===== src/rtl/block_max_exp_stream_if.sv =====
// Stream bundle for block_max_exp_stream: exponent beats in, one block max out.
// The master drives beats and accepts results; the slave is the max finder.
interface block_max_exp_stream_if #(
  parameter int EXP_WIDTH = 4,
  parameter int LANES     = 16,
  parameter int BEATS     = 4
);
  localparam int IDX_W = $clog2(LANES * BEATS);

  logic                       in_valid;
  logic                       in_ready;
  logic [LANES*EXP_WIDTH-1:0] in_exp;
  logic                       out_valid;
  logic                       out_ready;
  logic [EXP_WIDTH-1:0]       out_exp;
  logic [IDX_W-1:0]           out_lane;

  modport master (
    output in_valid, in_exp, out_ready,
    input  in_ready, out_valid, out_exp, out_lane
  );

  modport slave (
    input  in_valid, in_exp, out_ready,
    output in_ready, out_valid, out_exp, out_lane
  );
endinterface


===== src/rtl/block_max_exp_stream.sv =====
// Pipelined block-exponent finder: registered 2-input max tree per beat, then a
// running max over BEATS beats; reports the first (lowest-index) maximum.
module block_max_exp_stream #(
  parameter int EXP_WIDTH  = 4,
  parameter int LANES      = 16,
  parameter int BEATS      = 4,
  parameter int SIGNED_EXP = 0
) (
  input  logic                  clk,
  input  logic                  rst_n,
  input  logic                  clr,
  block_max_exp_stream_if.slave strm
);

  localparam int L     = $clog2(LANES);
  localparam int HALF  = LANES / 2;
  localparam int IDX_W = $clog2(LANES * BEATS);
  localparam int CNT_W = (BEATS > 1) ? $clog2(BEATS) : 1;

  function automatic logic gt(input logic [EXP_WIDTH-1:0] a,
                              input logic [EXP_WIDTH-1:0] b);
    if (SIGNED_EXP != 0) return $signed(a) > $signed(b);
    return a > b;
  endfunction

  logic en;
  logic out_valid_q;

  // One global stall: everything freezes while a result waits for the consumer.
  assign en            = ~(out_valid_q & ~strm.out_ready);
  assign strm.in_ready = en;

  // Heap-ordered tree: node i has children 2i and 2i+1; indices >= LANES are
  // the input lanes, so node 1 is the root and every level is one register.
  logic [EXP_WIDTH-1:0] node_exp [LANES];
  logic [L-1:0]         node_lane[LANES];
  logic [EXP_WIDTH-1:0] lo_exp   [LANES];
  logic [EXP_WIDTH-1:0] hi_exp   [LANES];
  logic [L-1:0]         lo_lane  [LANES];
  logic [L-1:0]         hi_lane  [LANES];
  logic [L-1:0]         lvl_vld;

  always_comb begin
    for (int i = 0; i < LANES; i++) begin
      // NOTE: every output gets a value on every path, so no latch is inferred.
      lo_exp[i]  = '0;
      hi_exp[i]  = '0;
      lo_lane[i] = '0;
      hi_lane[i] = '0;
      if (i >= HALF) begin
        lo_exp[i]  = strm.in_exp[(2*i-LANES)*EXP_WIDTH +: EXP_WIDTH];
        hi_exp[i]  = strm.in_exp[(2*i+1-LANES)*EXP_WIDTH +: EXP_WIDTH];
        lo_lane[i] = L'(2*i - LANES);
        hi_lane[i] = L'(2*i + 1 - LANES);
      end else if (i >= 1) begin
        lo_exp[i]  = node_exp[2*i];
        hi_exp[i]  = node_exp[2*i+1];
        lo_lane[i] = node_lane[2*i];
        hi_lane[i] = node_lane[2*i+1];
      end
    end
  end

  // NOTE: the tree payload is qualified by lvl_vld, so it carries no reset.
  always_ff @(posedge clk) begin
    if (en) begin
      for (int i = 1; i < LANES; i++) begin
        // The higher-index child wins only when strictly larger.
        if (gt(hi_exp[i], lo_exp[i])) begin
          node_exp[i]  <= hi_exp[i];
          node_lane[i] <= hi_lane[i];
        end else begin
          node_exp[i]  <= lo_exp[i];
          node_lane[i] <= lo_lane[i];
        end
      end
    end
  end

  // lvl_vld[L-1] belongs to the level nearest the inputs, lvl_vld[0] to the root.
  always_ff @(posedge clk or negedge rst_n) begin
    // NOTE: sequential state uses non-blocking assignments so all registers
    // sample their inputs from before the clock edge.
    if (!rst_n)   lvl_vld <= '0;
    else if (clr) lvl_vld <= '0;
    else if (en)  lvl_vld <= L'({strm.in_valid, lvl_vld} >> 1);
  end

  logic                 tree_valid;
  logic [EXP_WIDTH-1:0] tree_exp;
  logic [IDX_W-1:0]     tree_idx;
  logic [CNT_W-1:0]     beat_cnt;
  logic                 last_beat;
  logic [EXP_WIDTH-1:0] acc_exp;
  logic [IDX_W-1:0]     acc_idx;
  logic                 take_tree;
  logic [EXP_WIDTH-1:0] merged_exp;
  logic [IDX_W-1:0]     merged_idx;
  logic [EXP_WIDTH-1:0] out_exp_q;
  logic [IDX_W-1:0]     out_lane_q;

  assign tree_valid = lvl_vld[0];
  assign tree_exp   = node_exp[1];
  assign tree_idx   = (IDX_W'(beat_cnt) << L) | IDX_W'(node_lane[1]);
  assign last_beat  = (beat_cnt == CNT_W'(BEATS - 1));

  // beat_cnt == 0 means the accumulator is empty; on a tie the older beat stays.
  assign take_tree  = (beat_cnt == '0) || gt(tree_exp, acc_exp);
  assign merged_exp = take_tree ? tree_exp : acc_exp;
  assign merged_idx = take_tree ? tree_idx : acc_idx;

  always_ff @(posedge clk or negedge rst_n) begin
    if (!rst_n) begin
      beat_cnt    <= '0;
      acc_exp     <= '0;
      acc_idx     <= '0;
      out_valid_q <= 1'b0;
      out_exp_q   <= '0;
      out_lane_q  <= '0;
    end else if (clr) begin
      beat_cnt    <= '0;
      out_valid_q <= 1'b0;
    end else if (en) begin
      // en implies any pending result is consumed now, so a completion here
      // is the only way out_valid stays high.
      out_valid_q <= tree_valid & last_beat;
      if (tree_valid) begin
        acc_exp <= merged_exp;
        acc_idx <= merged_idx;
        if (last_beat) begin
          beat_cnt   <= '0;
          out_exp_q  <= merged_exp;
          out_lane_q <= merged_idx;
        end else begin
          beat_cnt <= beat_cnt + CNT_W'(1);
        end
      end
    end
  end

  assign strm.out_valid = out_valid_q;
  assign strm.out_exp   = out_exp_q;
  assign strm.out_lane  = out_lane_q;

endmodule

===== src/flat_wrapper.sv =====
// flat-port wrapper written by rule: the top's interface ports become plain ports
module block_max_exp_stream_flat 
#(
  parameter int EXP_WIDTH  = 4,
  parameter int LANES      = 16,
  parameter int BEATS      = 4,
  parameter int SIGNED_EXP = 0
)
  (clk, rst_n, clr, strm_in_valid, strm_in_exp, strm_out_ready, strm_in_ready, strm_out_valid, strm_out_exp, strm_out_lane);
  block_max_exp_stream_if #(.EXP_WIDTH(EXP_WIDTH), .LANES(LANES), .BEATS(BEATS)) strm_i ();
  input  logic clk;
  input  logic rst_n;
  input  logic clr;
  input wire logic [$bits(strm_i.in_valid)-1:0] strm_in_valid;
  input wire logic [$bits(strm_i.in_exp)-1:0] strm_in_exp;
  input wire logic [$bits(strm_i.out_ready)-1:0] strm_out_ready;
  output wire logic [$bits(strm_i.in_ready)-1:0] strm_in_ready;
  output wire logic [$bits(strm_i.out_valid)-1:0] strm_out_valid;
  output wire logic [$bits(strm_i.out_exp)-1:0] strm_out_exp;
  output wire logic [$bits(strm_i.out_lane)-1:0] strm_out_lane;
  assign strm_i.in_valid = strm_in_valid;
  assign strm_i.in_exp = strm_in_exp;
  assign strm_i.out_ready = strm_out_ready;
  assign strm_in_ready = strm_i.in_ready;
  assign strm_out_valid = strm_i.out_valid;
  assign strm_out_exp = strm_i.out_exp;
  assign strm_out_lane = strm_i.out_lane;
  block_max_exp_stream #(.EXP_WIDTH(EXP_WIDTH), .LANES(LANES), .BEATS(BEATS), .SIGNED_EXP(SIGNED_EXP)) u_core (.clk(clk), .rst_n(rst_n), .clr(clr), .strm(strm_i));
endmodule

===== config.mk =====
export PLATFORM = sky130hd
export DESIGN_NAME = block_max_exp_stream_flat
export DESIGN_NICKNAME = d
export VERILOG_FILES = /design/src/rtl/block_max_exp_stream_if.sv /design/src/rtl/block_max_exp_stream.sv /design/src/flat_wrapper.sv
export SDC_FILE = /design/constraint.sdc
export NUM_CORES = 1
export LEC_CHECK = 0
export ABC_AREA = 1
export CAP_MARGIN = 20
export CORE_ASPECT_RATIO = 0.9
export CORE_UTILIZATION = 40
export CTS_CLUSTER_SIZE = 10
export DETAILED_ROUTE_END_ITERATION = 8
export GPL_TIMING_DRIVEN = 0
export PLACE_DENSITY_LB_ADDON = 0.08
export SLEW_MARGIN = 20
export SYNTH_ARGS = -nofsm -noshare
export SYNTH_HDL_FRONTEND = slang
export SYNTH_SLANG_ARGS = --single-unit

===== constraint.sdc =====
create_clock -name clk -period 3.25 [get_ports clk]
set_input_delay 0.65 -clock clk [delete_from_list [all_inputs] [get_ports clk]]
set_output_delay 0.65 -clock clk [all_outputs]
set_load 0.01 [all_outputs]

==> results.md <==
* Crit Reg-Reg Startpoint: u_core.node_exp[0][13]
* Post-DP HPWL at approximately 9600 microns
* Crit path kind: in2out
* Tcrit/Tclk final at about 93%
* Hold Buf Count CTS at 0
* Final hold violations at 0
* Fin Setup TNS at 0 ps
* H-tree levels at 4
* Req. time, crit path at roughly 2600 ps
* Final ANT Viol Nets at 0
* Syn_nets at 833
* Port bufs at 80
* First-pass GRT wire length at around 21000 microns
* Max-slew violations at 0
* Antenna diodes at 0
* Period minus WS final at between 3000 and 4000 ps
* TritonCTS Buffers at 17
* Layout overhead on the synthesized area at 25.1%
* CTS clock-pin slew for the worst setup and hold paths at approximately 50 ps
* Register area at 3260 sq um
* DRC Markers at 0
* Max Root-Sink Buffers at 2
* Vias at around 4900
* R2R setup slack at about 1500 ps
* CTS Sinks at about 110
* Pre-antenna DRT Iters at 6
* CTS-repair resized insts at 0
* Slew headroom at about 59%
* Critical path capture point type: output port
* Fillers at 1402
* Fraction of layout cells with a size suffix above 1 at 7.40%
* Row count at 43
* Worst skew pair latency at ~410 ps
* WP data arrival at ~2400 ps
* Status: finished, final reports clean
* Pin slew with the least headroom to its limit at about 620 ps
* Postcts setup bufs at 0
* Ports at between 80 and 90
* Worst path slowest cell: clkdlybuf4s50_1
* Crit Path Max Fanout at 10
* Multi-input logic area at between 2000 and 3000 sq um
* Avg Synthesized Cell Area at between 9 and 10 sq um
* Ys async rst share at 23.9%
* Final setup fails at 0
* Max-cap violations at 0
* Vias in the first global route at roughly 4700
* Synth Flop Type: edfxtp_1
* Hold WC Path Type: in2async
* Syn Std Cell Area at ~6400 sq um
* WL/cell at 12.5 microns
* CTS tree: built
* Layout Skew at 5.60 ps
* Register bit total from synthesis at 113
* Ys Warns at 0
* CP cell instances: clkdlybuf4s50_1 > nor2_4 > inv_2 > buf_6 > buf_6 > clkdlybuf4s50_1
* RSZ-0062 raised after global routing: false
* VDD IR max at 0.407 mV
* Pin count of the biggest net entering global routing at 46
* Routed WL at between 10000 and 15000 microns
* Util after Layout at between 50% and 60%
* Post-synth EDFFs at 86
* Final nets at ~930
* R2R Path End: u_core.node_exp[0][4]
* DRT iter0 DRCs at 245
* Initial antenna violation count at 0
* PwrDens at 691 nW/um^2
* CP peak stage delay at 540 ps
* Core area at around 15000 sq um
* Vias per Instance at approximately 4.8
* Die width at about 140 microns
* Die Y at 122 microns
* Startpoint Class: input port
* Cells after Synth at 698
* Register area share after synthesis at just over 50%
* GPL Wtd Cong at ~0.83
* Die footprint at 16500 sq um
* Grt ovf at 0
* Count of cell types in the netlist at 20
* Initial cell density of the core at roughly two fifths
* GR Util All Layers at approximately 16%
* Worst r2r path cells at 7
* Root Driver: clkbuf_16
* Lkg Pwr at a little under 4 nW
* Max Fclk at 332 MHz
-- worst max path at each step --
stage / from / to / cells past startpoint
finish: strm_out_ready / strm_in_ready / 6
global route: strm_out_ready / strm_in_ready / 6
CTS: strm_out_ready / strm_in_ready / 6
detailed placement: strm_out_ready / strm_in_ready / 6
global placement: strm_out_ready / u_core.node_exp[1][7] / 3
floorplan: strm_out_ready / u_core.node_exp[0][10] / 2
-- stage by stage --
stage | area, sq um | std cells | hold WS [ps] | setup WS [ps] | power (W)
6_report | 7980 | 1013 | 250 | 234 | 0.00551
5_1_grt | 7980 | 1013 | 294 | 171 | 0.00594
4_1_cts | 7980 | 1013 | 264 | 202 | 0.00556
3_5_place_dp | 7450 | 981 | 465 | 206 | 0.00389
3_3_place_gp | 7440 | 980 | 461 | -778 | 0.00381
2_1_floorplan | 6380 | 698 | 354 | 448 | 0.00340
-- layer usage --
layer	track usage (%)	up-vias	part of all wire (%)
met5	0	-	0
met4	6.18	0	1.3
met3	4.58	15	3.8
met2	27.3	98	48
met1	20.1	2238	46
li1	-	2540	-
-- cell families after synthesis --
kind of cell               Yosys count  synth area share, %
adders and majority gates           66                 12.9
DFF                                113                 51.0
AOI/OAI and AO/OA                   86                 7.16
buffers and inverters              123                 8.19
and+or+nand+nor                    310                 20.7
-- registers in the layout, indices dropped and copies added, names as in the netlist --
name / flops
u_core.strm.out_valid: 1
u_core.acc_idx: 6
u_core.strm.out_lane: 6
u_core.node_exp: 60
u_core.node_lane: 26
u_core.beat_cnt: 2
u_core.strm.out_exp: 4
u_core.acc_exp: 4
u_core.lvl_vld: 4
-- placed cells by master, fill, tap and decap left out, types with 8 or more instances in the layout --
cell	synthesis	final
edfxtp_1	86	86
nand2_2	8	8
clkdlybuf4s50_1	0	79
nand4_1	9	9
dfrtp_1	27	27
nand3_1	76	76
nand2_1	214	214
clkbuf_16	0	17
o21ai_0	45	45
inv_1	110	109
ha_1	66	66
a21oi_1	31	31
-- where the power goes --
group          leakage (nW)  internal [W]  switching (W)
registers              1.31       0.00208       0.000176
clock network         0.264       0.00104       0.000620
logic                  2.29      0.000610       0.000987
total                  3.87       0.00373        0.00178
-- cell type report --
type                    instances  share of cell area, %
flip-flops and latches        113                   40.8
multi-input cells             462                   32.6
repair buffers                 81                   10.2
clock buffers                  20                   5.47
inverters                     111                   5.25
well taps                     202                   3.17
plain buffers                  12                   1.33
clock inverters                12                   1.18
-- Yosys cell counts (6+ instances only) --
| library cell | count | area share [%] |
|---|---|---|
| nand2_1 | 214 | 13 |
| inv_1 | 110 | 6.5 |
| edfxtp_1 | 86 | 40 |
| nand3_1 | 76 | 6.0 |
| ha_1 | 66 | 13 |
| o21ai_0 | 45 | 3.5 |
| a21oi_1 | 31 | 2.4 |
| dfrtp_1 | 27 | 11 |
| nand4_1 | 9 | 0.88 |
| nand2_2 | 8 | 0.78 |
| buf_6 | 6 | 1.1 |
| o21ai_2 | 6 | 0.82 |
-- worst max-delay path: cells and delay by family --
| family | cells | cell delay, ps |
|---|---|---|
| and+or+nand+nor | 1 | 80 |
| buffers and inverters | 5 | 1630 |
(Power assumes the default switching activity.)
